`config.mk`:
```
export PLATFORM = sky130hd
export DESIGN_NAME = ysyx_23060136_wbu_writeback
export DESIGN_NICKNAME = d
export VERILOG_FILES = /design/src/rtl/ysyx_23060136_wbu_pkg.sv /design/src/rtl/ysyx_23060136_wbu_retire_cnt.sv /design/src/rtl/ysyx_23060136_wbu_writeback.sv
export SDC_FILE = /design/constraint.sdc
export NUM_CORES = 1
export LEC_CHECK = 0
export BUFFER_PORTS_ARGS = -buffer_cell sky130_fd_sc_hd__buf_2
export CELL_PAD_IN_SITES_DETAIL_PLACEMENT = 0
export CELL_PAD_IN_SITES_GLOBAL_PLACEMENT = 1
export CORE_AREA = 5 5 299 301
export CTS_BUF_LIST = sky130_fd_sc_hd__clkbuf_8
export DETAILED_ROUTE_END_ITERATION = 10
export DIE_AREA = 0 0 304 306
export GPL_TIMING_DRIVEN = 1
export PLACE_DENSITY_LB_ADDON = 0.1
export SLEW_MARGIN = 10
export SYNTH_ARGS = -nofsm -noshare
export SYNTH_HDL_FRONTEND = slang
export SYNTH_HIERARCHICAL = 1
export SYNTH_SLANG_ARGS = --single-unit
```
`constraint.sdc`:
```
create_clock -name clk -period 4.2 [get_ports clk]
set_clock_uncertainty 0.1 [all_clocks]
set_input_delay 0.63 -clock clk [delete_from_list [all_inputs] [get_ports clk]]
set_output_delay 0.63 -clock clk [all_outputs]
set_load 0.005 [all_outputs]
```
`src/rtl/ysyx_23060136_wbu_pkg.sv`:
```
// Shared types and constants for the write-back stage: FSM states, the
// captured MEM->WB payload, and CSR addresses used by ecall sequences.
package ysyx_23060136_wbu_pkg;

  localparam int WB_BITS_W = 64;
  localparam int WB_INST_W = 32;
  localparam int WB_GPR_W  = 5;
  localparam int WB_CSR_W  = 12;

  localparam logic [WB_CSR_W-1:0] CSR_MEPC   = 12'h341;
  localparam logic [WB_CSR_W-1:0] CSR_MCAUSE = 12'h342;

  typedef enum logic [1:0] {
    WB_RUN    = 2'd0,
    WB_DRAIN  = 2'd1,
    WB_HALTED = 2'd2
  } wb_state_t;

  typedef struct packed {
    logic [WB_BITS_W-1:0] pc;
    logic [WB_INST_W-1:0] inst;
    logic                 commit;
    logic [WB_GPR_W-1:0]  rd;
    logic                 write_gpr;
    logic                 mem_to_reg;
    logic [WB_BITS_W-1:0] alu_result;
    logic [WB_BITS_W-1:0] mem_rdata;
    logic                 write_csr_1;
    logic                 write_csr_2;
    logic [WB_CSR_W-1:0]  csr_rd_1;
    logic [WB_CSR_W-1:0]  csr_rd_2;
    logic [WB_BITS_W-1:0] csr_busW_1;
    logic [WB_BITS_W-1:0] csr_busW_2;
    logic                 system_halt;
  } wb_payload_t;

  // Two CSR writes to the same address in one cycle: port 1 takes priority.
  function automatic logic csr_collide(input logic w1, input logic w2,
                                       input logic [WB_CSR_W-1:0] a1,
                                       input logic [WB_CSR_W-1:0] a2);
    return w1 & w2 & (a1 == a2);
  endfunction

endpackage

```
`src/rtl/ysyx_23060136_wbu_retire_cnt.sv`:
```
// 64-bit retired-instruction counter: increments when en is high, wraps
// naturally, and clears synchronously on clr.
module ysyx_23060136_wbu_retire_cnt (
  input  logic        clk,
  input  logic        clr,
  input  logic        en,
  output logic [63:0] count
);

  logic [63:0] count_reg;

  always_ff @(posedge clk) begin
    if (clr) begin
      count_reg <= 64'd0;
    end else if (en) begin
      count_reg <= count_reg + 64'd1;
    end
  end

  assign count = count_reg;

endmodule

```
`src/rtl/ysyx_23060136_wbu_writeback.sv`:
```
// Write-back stage: one-cycle register of the MEM instruction driving the
// GPR/CSR write ports, retire tracking, and the RUN/DRAIN/HALTED sequence.
module ysyx_23060136_wbu_writeback
  import ysyx_23060136_wbu_pkg::*;
#(
  parameter int BITS_W = 64,
  parameter int INST_W = 32,
  parameter int GPR_W  = 5,
  parameter int CSR_W  = 12
) (
  input  logic              clk,
  input  logic              rst,
  input  logic              MEM_i_valid,
  output logic              WB_o_ready,
  input  logic [BITS_W-1:0] MEM_i_pc,
  input  logic [INST_W-1:0] MEM_i_inst,
  input  logic              MEM_i_commit,
  input  logic [GPR_W-1:0]  MEM_i_rd,
  input  logic              MEM_i_write_gpr,
  input  logic              MEM_i_mem_to_reg,
  input  logic [BITS_W-1:0] MEM_i_alu_result,
  input  logic [BITS_W-1:0] MEM_i_mem_rdata,
  input  logic              MEM_i_write_csr_1,
  input  logic              MEM_i_write_csr_2,
  input  logic [CSR_W-1:0]  MEM_i_csr_rd_1,
  input  logic [CSR_W-1:0]  MEM_i_csr_rd_2,
  input  logic [BITS_W-1:0] MEM_i_csr_busW_1,
  input  logic [BITS_W-1:0] MEM_i_csr_busW_2,
  input  logic              MEM_i_system_halt,
  output logic [GPR_W-1:0]  WB_o_rd,
  output logic              WB_o_RegWr,
  output logic [BITS_W-1:0] WB_o_rf_busW,
  output logic [CSR_W-1:0]  WB_o_csr_rd_1,
  output logic [CSR_W-1:0]  WB_o_csr_rd_2,
  output logic              WB_o_CSRWr_1,
  output logic              WB_o_CSRWr_2,
  output logic [BITS_W-1:0] WB_o_csr_busW_1,
  output logic [BITS_W-1:0] WB_o_csr_busW_2,
  output logic              WB_o_valid,
  output logic [BITS_W-1:0] WB_o_pc,
  output logic [INST_W-1:0] WB_o_inst,
  output logic              WB_o_commit,
  output logic [63:0]       WB_o_retire_cnt,
  output logic              WB_o_halt
);

  wb_state_t   state_reg;
  wb_payload_t stage_reg;
  wb_payload_t in_payload;
  logic        valid_reg;
  logic        accept;
  logic        wb_live;
  logic        commit_live;

  always_comb begin
    in_payload             = '0;
    in_payload.pc          = MEM_i_pc;
    in_payload.inst        = MEM_i_inst;
    in_payload.commit      = MEM_i_commit;
    in_payload.rd          = MEM_i_rd;
    in_payload.write_gpr   = MEM_i_write_gpr;
    in_payload.mem_to_reg  = MEM_i_mem_to_reg;
    in_payload.alu_result  = MEM_i_alu_result;
    in_payload.mem_rdata   = MEM_i_mem_rdata;
    in_payload.write_csr_1 = MEM_i_write_csr_1;
    in_payload.write_csr_2 = MEM_i_write_csr_2;
    in_payload.csr_rd_1    = MEM_i_csr_rd_1;
    in_payload.csr_rd_2    = MEM_i_csr_rd_2;
    in_payload.csr_busW_1  = MEM_i_csr_busW_1;
    in_payload.csr_busW_2  = MEM_i_csr_busW_2;
    in_payload.system_halt = MEM_i_system_halt;
  end

  // Ready is masked by rst so nothing is accepted (or advertised) during reset.
  assign WB_o_ready = (state_reg == WB_RUN) & ~rst;
  assign accept     = MEM_i_valid & WB_o_ready;

  always_ff @(posedge clk) begin
    if (rst) begin
      state_reg <= WB_RUN;
      valid_reg <= 1'b0;
      stage_reg <= '0;
    end else begin
      valid_reg <= accept;
      if (accept) begin
        stage_reg <= in_payload;
      end
      unique case (state_reg)
        WB_RUN:    if (accept && MEM_i_system_halt) state_reg <= WB_DRAIN;
        WB_DRAIN:  state_reg <= stage_reg.system_halt ? WB_HALTED : WB_RUN;
        WB_HALTED: state_reg <= WB_HALTED;
        default:   state_reg <= WB_RUN;
      endcase
    end
  end

  // An instruction sitting in WB while rst is high is dropped: no strobes reach the register files.
  assign wb_live     = valid_reg & ~rst;
  assign commit_live = wb_live & stage_reg.commit;

  assign WB_o_valid      = wb_live;
  assign WB_o_commit     = commit_live;
  assign WB_o_pc         = stage_reg.pc;
  assign WB_o_inst       = stage_reg.inst;
  assign WB_o_rd         = stage_reg.rd;
  assign WB_o_RegWr      = commit_live & stage_reg.write_gpr & (stage_reg.rd != '0);
  assign WB_o_rf_busW    = stage_reg.mem_to_reg ? stage_reg.mem_rdata : stage_reg.alu_result;
  assign WB_o_csr_rd_1   = stage_reg.csr_rd_1;
  assign WB_o_csr_rd_2   = stage_reg.csr_rd_2;
  assign WB_o_csr_busW_1 = stage_reg.csr_busW_1;
  assign WB_o_csr_busW_2 = stage_reg.csr_busW_2;
  assign WB_o_CSRWr_1    = commit_live & stage_reg.write_csr_1;
  assign WB_o_CSRWr_2    = commit_live & stage_reg.write_csr_2 &
                           ~csr_collide(stage_reg.write_csr_1, stage_reg.write_csr_2,
                                        stage_reg.csr_rd_1, stage_reg.csr_rd_2);
  assign WB_o_halt       = (state_reg == WB_HALTED);

  ysyx_23060136_wbu_retire_cnt u_retire_cnt (
    .clk   (clk),
    .clr   (rst),
    .en    (commit_live),
    .count (WB_o_retire_cnt)
  );

endmodule

```
Word-level counts from Yosys, hierarchy flattened. Index checks and enable logic that the tools add are counted.

Add/subtract/negate cells: 1. Multipliers: 0. Divide/modulo/power cells: 0. Magnitude comparators: 0. Equality and inequality tests: 4. Shift-type cells: 0. Multiplexer cells: 4. Bitwise gates (word level): 13. Reductions and logical operators: 3.

Operator list (number): 64-bit by 1-bit adder with 64-bit output, second input constant (1); 64-bit 2-to-1 mux (1); 12-bit == test (1); 1-bit bitwise AND (11); 2-bit case mux with 3 select lines (1); 5-bit nonzero test (1); 2-bit 2-to-1 mux (2); 2-bit by 1-bit == test with 1-bit output, second input constant (1); 2-bit == test, second input constant (1); 2-bit logical NOT (1); 2-bit by 1-bit inequality test with 1-bit output, second input constant (1); 1-bit NOT (2); 1-bit logical AND (1).

Bits in registers: 454. Latch bits: 0. Memory bits (writable): 0. ROM bits: 0. Output and inout port bits: 388. Logic and storage cells: 43. Memories: 0.

Depth between registers and ports, before layout. Gate-level depths: netlist of the first run.

Depth after elaboration: 6. Depth in mapped cells: 8. Gate-level depth less buffers: 7.

By module. Netlist of the first run, hierarchy kept.

Modules (own cells, without submodules): ysyx_23060136_wbu_writeback (instances 1, cells an instance 2033, area each 16123.0 um2); ysyx_23060136_wbu_retire_cnt (instances 1, cells an instance 347, area each 3027.9 um2).

Worst setup path before layout of the first run. OpenSTA, ideal clock, no wires.

Path kind: input -> register. Start: in rst. End: reg u_retire_cnt.count_reg[63] (netlist: u_retire_cnt/count[63]). Arrival time: 2.365 ns. Data required time: 3.979 ns. Slack: 1.614 ns. Stages on the path: 7. Buffers on the path: 0. Cell sequence: nor2b_1 -> and2_1 -> nand4_2 -> nor3_2 -> nand3_2 -> nor4_1 -> mux2_2.

Cells in the longest elaborated chain, start to end: 3.

RTL lines: start: declaration (line ysyx_23060136_wbu_writeback.sv:12) `input logic rst,`; 1-bit NOT (line ysyx_23060136_wbu_writeback.sv:98) `assign wb_live = valid_reg & ~rst;`; 1-bit bitwise AND (line ysyx_23060136_wbu_writeback.sv:98); 1-bit bitwise AND (line ysyx_23060136_wbu_writeback.sv:99) `assign commit_live = wb_live & stage_reg.commit;`; via WB_o_commit (line ysyx_23060136_wbu_writeback.sv:42) `output logic WB_o_commit,`; end signal: assignment (line ysyx_23060136_wbu_retire_cnt.sv:16) `count_reg <= count_reg + 64'd1;`; end: declaration (line ysyx_23060136_wbu_retire_cnt.sv:10) `logic [63:0] count_reg;`.

The timed path passes the listed nets, and every way through them passes these cells. A chain may end at the register's enable or synchronous reset.

Final worst setup path of the first run.
Start: reg stage_reg, in the netlist WB_o_csr_rd_1[5]. End: out WB_o_CSRWr_2.

Cells in the longest elaborated chain, start to end: 4.

RTL lines: start: declaration (line ysyx_23060136_wbu_writeback.sv:48) `wb_payload_t stage_reg;`; start signal: assignment (line ysyx_23060136_wbu_writeback.sv:86) `stage_reg <= in_payload;`; 12-bit == test (line ysyx_23060136_wbu_pkg.sv:41) `return w1 & w2 & (a1 == a2);`; 1-bit bitwise AND (line ysyx_23060136_wbu_pkg.sv:41); 1-bit NOT (line ysyx_23060136_wbu_writeback.sv:114) `~csr_collide(stage_reg.write_csr_1, stage_reg.write_csr_2,`; 1-bit bitwise AND (line ysyx_23060136_wbu_writeback.sv:113) `assign WB_o_CSRWr_2 = commit_live & stage_reg.write_csr_2 &`; end: declaration (line ysyx_23060136_wbu_writeback.sv:36) `output logic WB_o_CSRWr_2,`.

Every way passes these cells.

==> qor.yml, run 1 <==
outcome:
  status: "finished clean"
setup_path:
  crit_path_end_kind: "output port"
  cp_num_buf_inv: 1
  required_ps: 3470
  crit_slowest_cell: "nor4_1"
  path_cells: "xor2_1 > nor4_1 > and3_1 > a21oi_1 > buf_2"
  cp_slowest_stage_delay_ps: 830
  r2r_start: "u_retire_cnt/count[17]$_SDFFE_PP0P_"
  r2r_cells: 5
  critPathMaxFanout: 3
  endpoint: "WB_o_CSRWr_2"
  criticalPathCategory: "flip-flop to output port"
  cp_top_family: "simple AND/OR/NAND/NOR gates"
  reg2reg_to: "u_retire_cnt/count[60]$_SDFFE_PP0P_"
  regToRegSetupSlack_ps: 1320
  cp.arrival_ps: 2620
  setup.worst_path.start: "WB_o_csr_rd_1[5]$_SDFFE_PP0P_"
  cp.depth: 5
  start_kind: "flip-flop"
die:
  die-area_um2: 93000
  coreArea_um2: 86300
  start_util_pct: 22.2
  die_h_um: 306
  row_count: 108
  die_x_um: 304
  io_pins: 778
place:
  place_area_um2: 22200
  portBuffers: 777
  dp_hpwl_mm: 59.0
  gp_congestion: 0.788
synthesis:
  yosysTopAreaCellShare_pct: 47.5
  synth-edff-count: 0
  yosysSeqAreaShare_pct: 47.5
  synthDistinctLibCells: 38
  synthArstFlopShare_pct: 0
  synth_top_cell_by_area: "dfxtp_1"
  synth-seq-cells: 454
  syn_area_um2: 19200
  synthesis.nets: 2771
  avgSynthCellArea_um2: 8.05
  yosys_warnings: 6
  ys.flop_type: "dfxtp_1"
  synth_area_leaders: "dfxtp_1 (47%), nand2_1 (16%), buf_4 (11%)"
  syn_inst: 2380
flow_run:
  max_cap_viol_count: 0
sta:
  slew_headroom_pct: 15.5
  max_freq_mhz: 298
  finalCritPeriodShare_pct: 79.9
  setup_viol: 0
  tns_ps: 0
  rsz0062_at_grt: "false"
  period_minus_slack_ps: 3350
  finalHoldViolations: 0
  whs_ps: 98.7
  worst_pin_slew_ps: 1270
  slew_violations: 0
cts:
  clk_latency_ps: 670
  ctsRootBufferMaster: "clkbuf_8"
  cts.clk_slew.worst_paths_ps: 60
  cts_buffers: 93
  postCtsSetupBuffers: 0
  clkSinkCount: 454
  postCtsResizedCells: 0
  h-tree-depth: 3
  clock_path_buffers: 3
  cts_tree: "yes"
drt:
  vias: 17400
  vias_per_cell: 4.23
  drt-initial-drc-count: 697
  wire_per_inst_um: 19.5
  drc_errors: 0
  dr.pass1.iters: 9
  ant_nets: 0
  routed_wl_mm: 80.0
global_route:
  grt_pass1_wl_mm: 116
  grt_max_degree: 198
  overflow: 0
  grtUsageTotal_pct: 16.2
  antenna_found_initial: 33
  grt_pass1_vias: 17400
layout:
  area_delta_synth_final_pct: 25.1
  final_common_cell: "nand2_1"
  nFillCells: 9675
  largest_reg_flops: 134
  nets: 3266
  final_area_um2: 24000
  drive_above_1_share_pct: 34.1
  mostFrequentLayoutCells: "nand2_1 (792), buf_2 (776), dfxtp_1 (453), a21oi_1 (414), clkbuf_8 (112)"
pwr:
  power_density_nw_per_um2: 413
  vdd_drop_max_mv: 0.196
  p_leak_nw: 10.6
worst_hold_path:
  min_path_type: "input port to flip-flop"
final cells by class:
cell class | count | area (um2) | area share, %
repair buffers | 799 | 4160 | 17.4
multi-input cells | 1517 | 7450 | 31.1
diodes | 18 | 45.0 | 0.188
well taps | 1155 | 1450 | 6.03
clock buffers | 112 | 1540 | 6.43
inverters | 10 | 50.0 | 0.209
flip-flops and latches | 454 | 9090 | 37.9
clock inverters | 40 | 176 | 0.736
power breakdown:
part | total, mW | switching, mW | internal (mW) | leakage [nW]
Clock | 4.36 | 1.98 | 2.38 | 1.00
Sequential | 4.59 | 0.0978 | 4.49 | 3.70
Combinational | 0.941 | 0.545 | 0.396 | 5.94
metal layers:
layer  share of wire (%)  GRT usage, %  vias up
li1                    -             -     8547
met1                  37          17.2     8102
met2                  51          29.6      562
met3                 8.8          6.66      138
met4                 2.8          4.88       20
met5                0.16             0        -
cell families (layout without fill, tap and decap cells):
| family | Yosys count | after routing | synth area share, % |
|---|---|---|---|
| flip-flops | 454 | 454 | 47.5 |
| XOR/XNOR | 49 | 49 | 2.24 |
| other | 0 | 18 | 0 |
| adder cells (fa/ha/maj) | 1 | 1 | 0.0653 |
| AND/OR/NAND/NOR | 961 | 961 | 21.0 |
| buffers and inverters | 409 | 961 | 13.7 |
| multiplexers | 66 | 66 | 3.87 |
| AO/OA/AOI/OAI | 440 | 440 | 11.6 |
synthesized netlist by cell type, types with 6 or more instances:
library cell	count
a21oi_1	414
xnor2_1	17
o21ai_0	18
or3_1	20
nor2_1	45
nand3_1	20
nand4_1	29
xor2_1	32
dfxtp_1	454
buf_4	280
nor4_1	10
inv_1	9
or4_1	7
and3_1	9
nor2b_1	6
clkbuf_1	85
o31ai_1	7
mux2_2	65
buf_2	29
nand2_1	792
tightest hold or removal path: cells and delay by family:
| family | cells | cell delay (ps) |
|---|---|---|
| AO/OA/AOI/OAI | 1 | 50 |
| buffers and inverters | 1 | 100 |
| AND/OR/NAND/NOR | 1 | 50 |
how the worst min path moves through the flow:
| stage | slack, ps | depth (start not counted) | from | end |
|---|---|---|---|---|
| 2_1_floorplan | 330 | 2 | stage_reg[0]$_SDFFE_PP0P_ | stage_reg[0]$_SDFFE_PP0P_ |
| 3_3_place_gp | 340 | 2 | stage_reg[181]$_SDFFE_PP0P_ | stage_reg[181]$_SDFFE_PP0P_ |
| 3_5_place_dp | 340 | 2 | WB_o_inst[7]$_SDFFE_PP0P_ | WB_o_inst[7]$_SDFFE_PP0P_ |
| 4_1_cts | 0.04 | 3 | MEM_i_csr_busW_1[63] | WB_o_csr_busW_1[63]$_SDFFE_PP0P_ |
| 5_1_grt | 30 | 3 | MEM_i_inst[9] | WB_o_inst[9]$_SDFFE_PP0P_ |
| 6_report | 100 | 3 | MEM_i_csr_busW_1[63] | WB_o_csr_busW_1[63]$_SDFFE_PP0P_ |
through the flow:
| stage | instances | setup slack [ps] | utilization (%) | total power [mW] |
|---|---|---|---|---|
| 3_3_place_gp | 3932 | 1050 | 25.7 | 5.63 |
| 6_report | 4105 | 846 | 27.8 | 9.89 |
| 3_5_place_dp | 3932 | 1010 | 25.7 | 5.65 |
| 4_1_cts | 4087 | 702 | 27.7 | 10.2 |
| 5_1_grt | 4092 | 599 | 27.7 | 10.4 |
| 2_1_floorplan | 2380 | 1610 | - | 5.25 |
timing repair:
item | in CTS | in global routing
endpoints found under the setup margin | 0 | 0
endpoints found under the hold margin | 3 | 0
hold buffers | 3 | 0
(Power assumes the default switching activity.)
==> run 2: changes to the inputs <==
Settings changed: ABC_AREA set to 1, CORE_AREA 5 5 299 301 to 5 5 297 299, DIE_AREA 0 0 304 306 to 0 0 302 304.
Clock period 4.2 ns to 2.9 ns, I/O delays scaled along.
==> run 2 against run 1 <==
Flip-flop and latch count unchanged. Clock power rose by 49%. Non-clock buffer count is 395 higher. Power increased by 53%. Worst hold slack better by 95 ps. Area after synthesis rose by 4.9%. Via count increased by 19%. Sequential share of layout area decreased by 6.3 points. Setup slack worse by 540 ps. Sequential power grew 45%. Die area fell by 1.3%. Count of clock-buffer cells in the layout shrank 3. Largest cell class unchanged.
==> qor.yml, run 2 <==
layout:
  largest_reg_flops: 134
  area_delta_synth_final_pct: 43.2
  drive_above_1_share_pct: 26.3
  nets: 4031
  mostFrequentLayoutCells: "nand2_1 (862), buf_2 (776), dfxtp_1 (453), a21oi_1 (416), dlygate4sd3_1 (391)"
  final_area_um2: 28800
  final_common_cell: "nand2_1"
setup_path:
  cp_top_family: "buffers and inverters"
  reg2reg_to: "WB_o_pc[18]$_SDFFE_PP0P_"
  crit_path_end_kind: "output port"
  required_ps: 2370
  r2r_start: "state_reg[1]$_SDFFE_PP0P_"
  crit_top_cell: "nand2_1"
  crit_slowest_cell: "dfxtp_1"
  path_cells: "inv_1 > nor2_1 > nand2_1 > clkinvlp_4 > buf_4 > nand2_1 > a21oi_1 > buf_2"
  regToRegSetupSlack_ps: 670
  cp.arrival_ps: 2060
  r2r_cells: 6
  cp_num_buf_inv: 4
  criticalPathCategory: "flip-flop to output port"
  critPathMaxFanout: 10
  start_kind: "flip-flop"
  setup.worst_path.start: "valid_reg$_SDFF_PP0_"
  cp_slowest_stage_delay_ps: 300
sta:
  period_minus_slack_ps: 2600
  finalCritPeriodShare_pct: 89.5
  worst_pin_slew_ps: 1190
  slew_headroom_pct: 20.4
  tns_ps: 0
  rsz0062_at_grt: "false"
  slew_violations: 0
  setup_viol: 0
  max_freq_mhz: 385
  finalHoldViolations: 0
cts:
  ctsRootBufferMaster: "clkbuf_8"
  postCtsSetupBuffers: 0
  clkSinkCount: 454
  cts.clk_slew.worst_paths_ps: 50
  cts_buffers: 91
  clk_latency_ps: 670
  h-tree-depth: 3
  clock_path_buffers: 3
  cts_tree: "yes"
global_route:
  grt_pass1_wl_mm: 129
  antenna_found_initial: 15
  grt_max_degree: 235
  overflow: 0
  grt_pass1_vias: 20900
  grtUsageTotal_pct: 18.2
die:
  io_pins: 778
  coreArea_um2: 84900
  die_h_um: 304
  die-area_um2: 91800
  die_x_um: 302
  start_util_pct: 23.7
  row_count: 107
synthesis:
  synth_top_cell_by_area: "dfxtp_1"
  yosysSeqAreaShare_pct: 45.2
  avgSynthCellArea_um2: 7.29
  synthesis.nets: 3147
  yosysTopAreaCellShare_pct: 45.2
  synth-seq-cells: 454
  ys.flop_type: "dfxtp_1"
  synthArstFlopShare_pct: 0
  syn_area_um2: 20100
  synthDistinctLibCells: 38
  yosys_warnings: 6
  synth_area_leaders: "dfxtp_1 (45%), nand2_1 (16%), a21oi_1 (10%)"
  post-synth-top-count-cell: "nand2_1"
  synth-edff-count: 0
  syn_inst: 2756
  synth_common_cells: "nand2_1 (863), dfxtp_1 (454), a21oi_1 (416), buf_4 (271), inv_1 (156)"
drt:
  vias: 20600
  vias_per_cell: 4.24
  wire_per_inst_um: 18.0
  drc_errors: 0
  routed_wl_mm: 87.7
  drt-initial-drc-count: 975
  dr.pass1.iters: 8
  ant_nets: 0
pwr:
  vdd_drop_max_mv: 0.304
  power_density_nw_per_um2: 525
  p_leak_nw: 12.8
flow_run:
  max_cap_viol_count: 0
worst_hold_path:
  worstHoldEndpoint: "valid_reg$_SDFF_PP0_"
  min_path_type: "input port to flip-flop"
  min_from: "MEM_i_valid"
  holdPathStages: 3
place:
  dp_hpwl_mm: 65.4
  portBuffers: 777
  place_area_um2: 23000
  gp_congestion: 0.834
outcome:
  status: "finished clean"
run 2: through the flow:
stage	std cells	worst slack [ps]	util, %	hold slack, ps	power (mW)
after floorplan	2756	816	-	324	7.70
after global placement	4300	465	27.2	333	8.30
after detailed placement	4300	400	27.2	339	8.32
after CTS	4848	35.3	33.9	119	15.5
after global routing	4853	86.6	33.9	158	16.0
final	4858	304	33.9	194	15.1
run 2: final cells by class:
type | instances | area (um2)
Timing Repair Buffer | 1194 | 8130
Sequential cell | 454 | 9090
Multi-Input combinational cell | 1738 | 7690
Inverter | 161 | 617
Tap cell | 1144 | 1430
Antenna cell | 10 | 25.0
Fill cell | 9426 | 56100
Clock buffer | 109 | 1500
Clock inverter | 48 | 277
run 2: worst max-delay path by stage:
| stage | endpoint | slack [ps] | depth (start not counted) |
|---|---|---|---|
| after floorplan | u_retire_cnt/count[63]$_SDFFE_PP0P_ | 820 | 11 |
| after global placement | stage_reg[154]$_SDFFE_PP0P_ | 470 | 7 |
| after detailed placement | WB_o_pc[47]$_SDFFE_PP0P_ | 400 | 7 |
| after CTS | WB_o_CSRWr_2 | 40 | 8 |
| after global routing | WB_o_CSRWr_2 | 90 | 8 |
| final | WB_o_CSRWr_2 | 300 | 8 |
run 2: routing by layer:
layer	global-route usage, %	part of all wire (%)	routed length (um)	vias to the layer above
met4	6.11	3.0	2600	10
met1	21.1	41	35600	9448
li1	-	-	-	10300
met2	31.8	49	42600	685
met5	0	0.076	67	-
met3	5.46	7.8	6840	144
run 2: where the power goes:
| part | total [mW] | internal, mW | switching [mW] |
|---|---|---|---|
| Sequential | 6.66 | 6.52 | 0.137 |
| Combinational | 1.94 | 0.941 | 0.995 |
| Clock | 6.51 | 3.57 | 2.93 |
| Total | 15.1 | 11.0 | 4.07 |
run 2: kinds of logic after synthesis:
kind of cell             Yosys count  share of synthesized area (%)
XOR/XNOR                          14                          0.610
AND/OR/NAND/NOR                 1130                           22.7
flip-flops                       454                           45.2
adder cells (fa/ha/maj)            1                         0.0623
AO/OA/AOI/OAI                    593                           14.9
buffers and inverters            564                           16.5
run 2: timing repair:
item / in CTS / in global routing
resized for setup: 0 / 1
hold buffers: 391 / 0
endpoints found under the hold margin: 387 / 0
endpoints found under the setup margin: 0 / 1
run 2: worst reg2reg max path: cells and delay by family (launching register included):
| family | cells | cell delay, ps |
|---|---|---|
| buffers and inverters | 2 | 1150 |
| flip-flops | 1 | 360 |
| AND/OR/NAND/NOR | 3 | 360 |
| AO/OA/AOI/OAI | 1 | 160 |
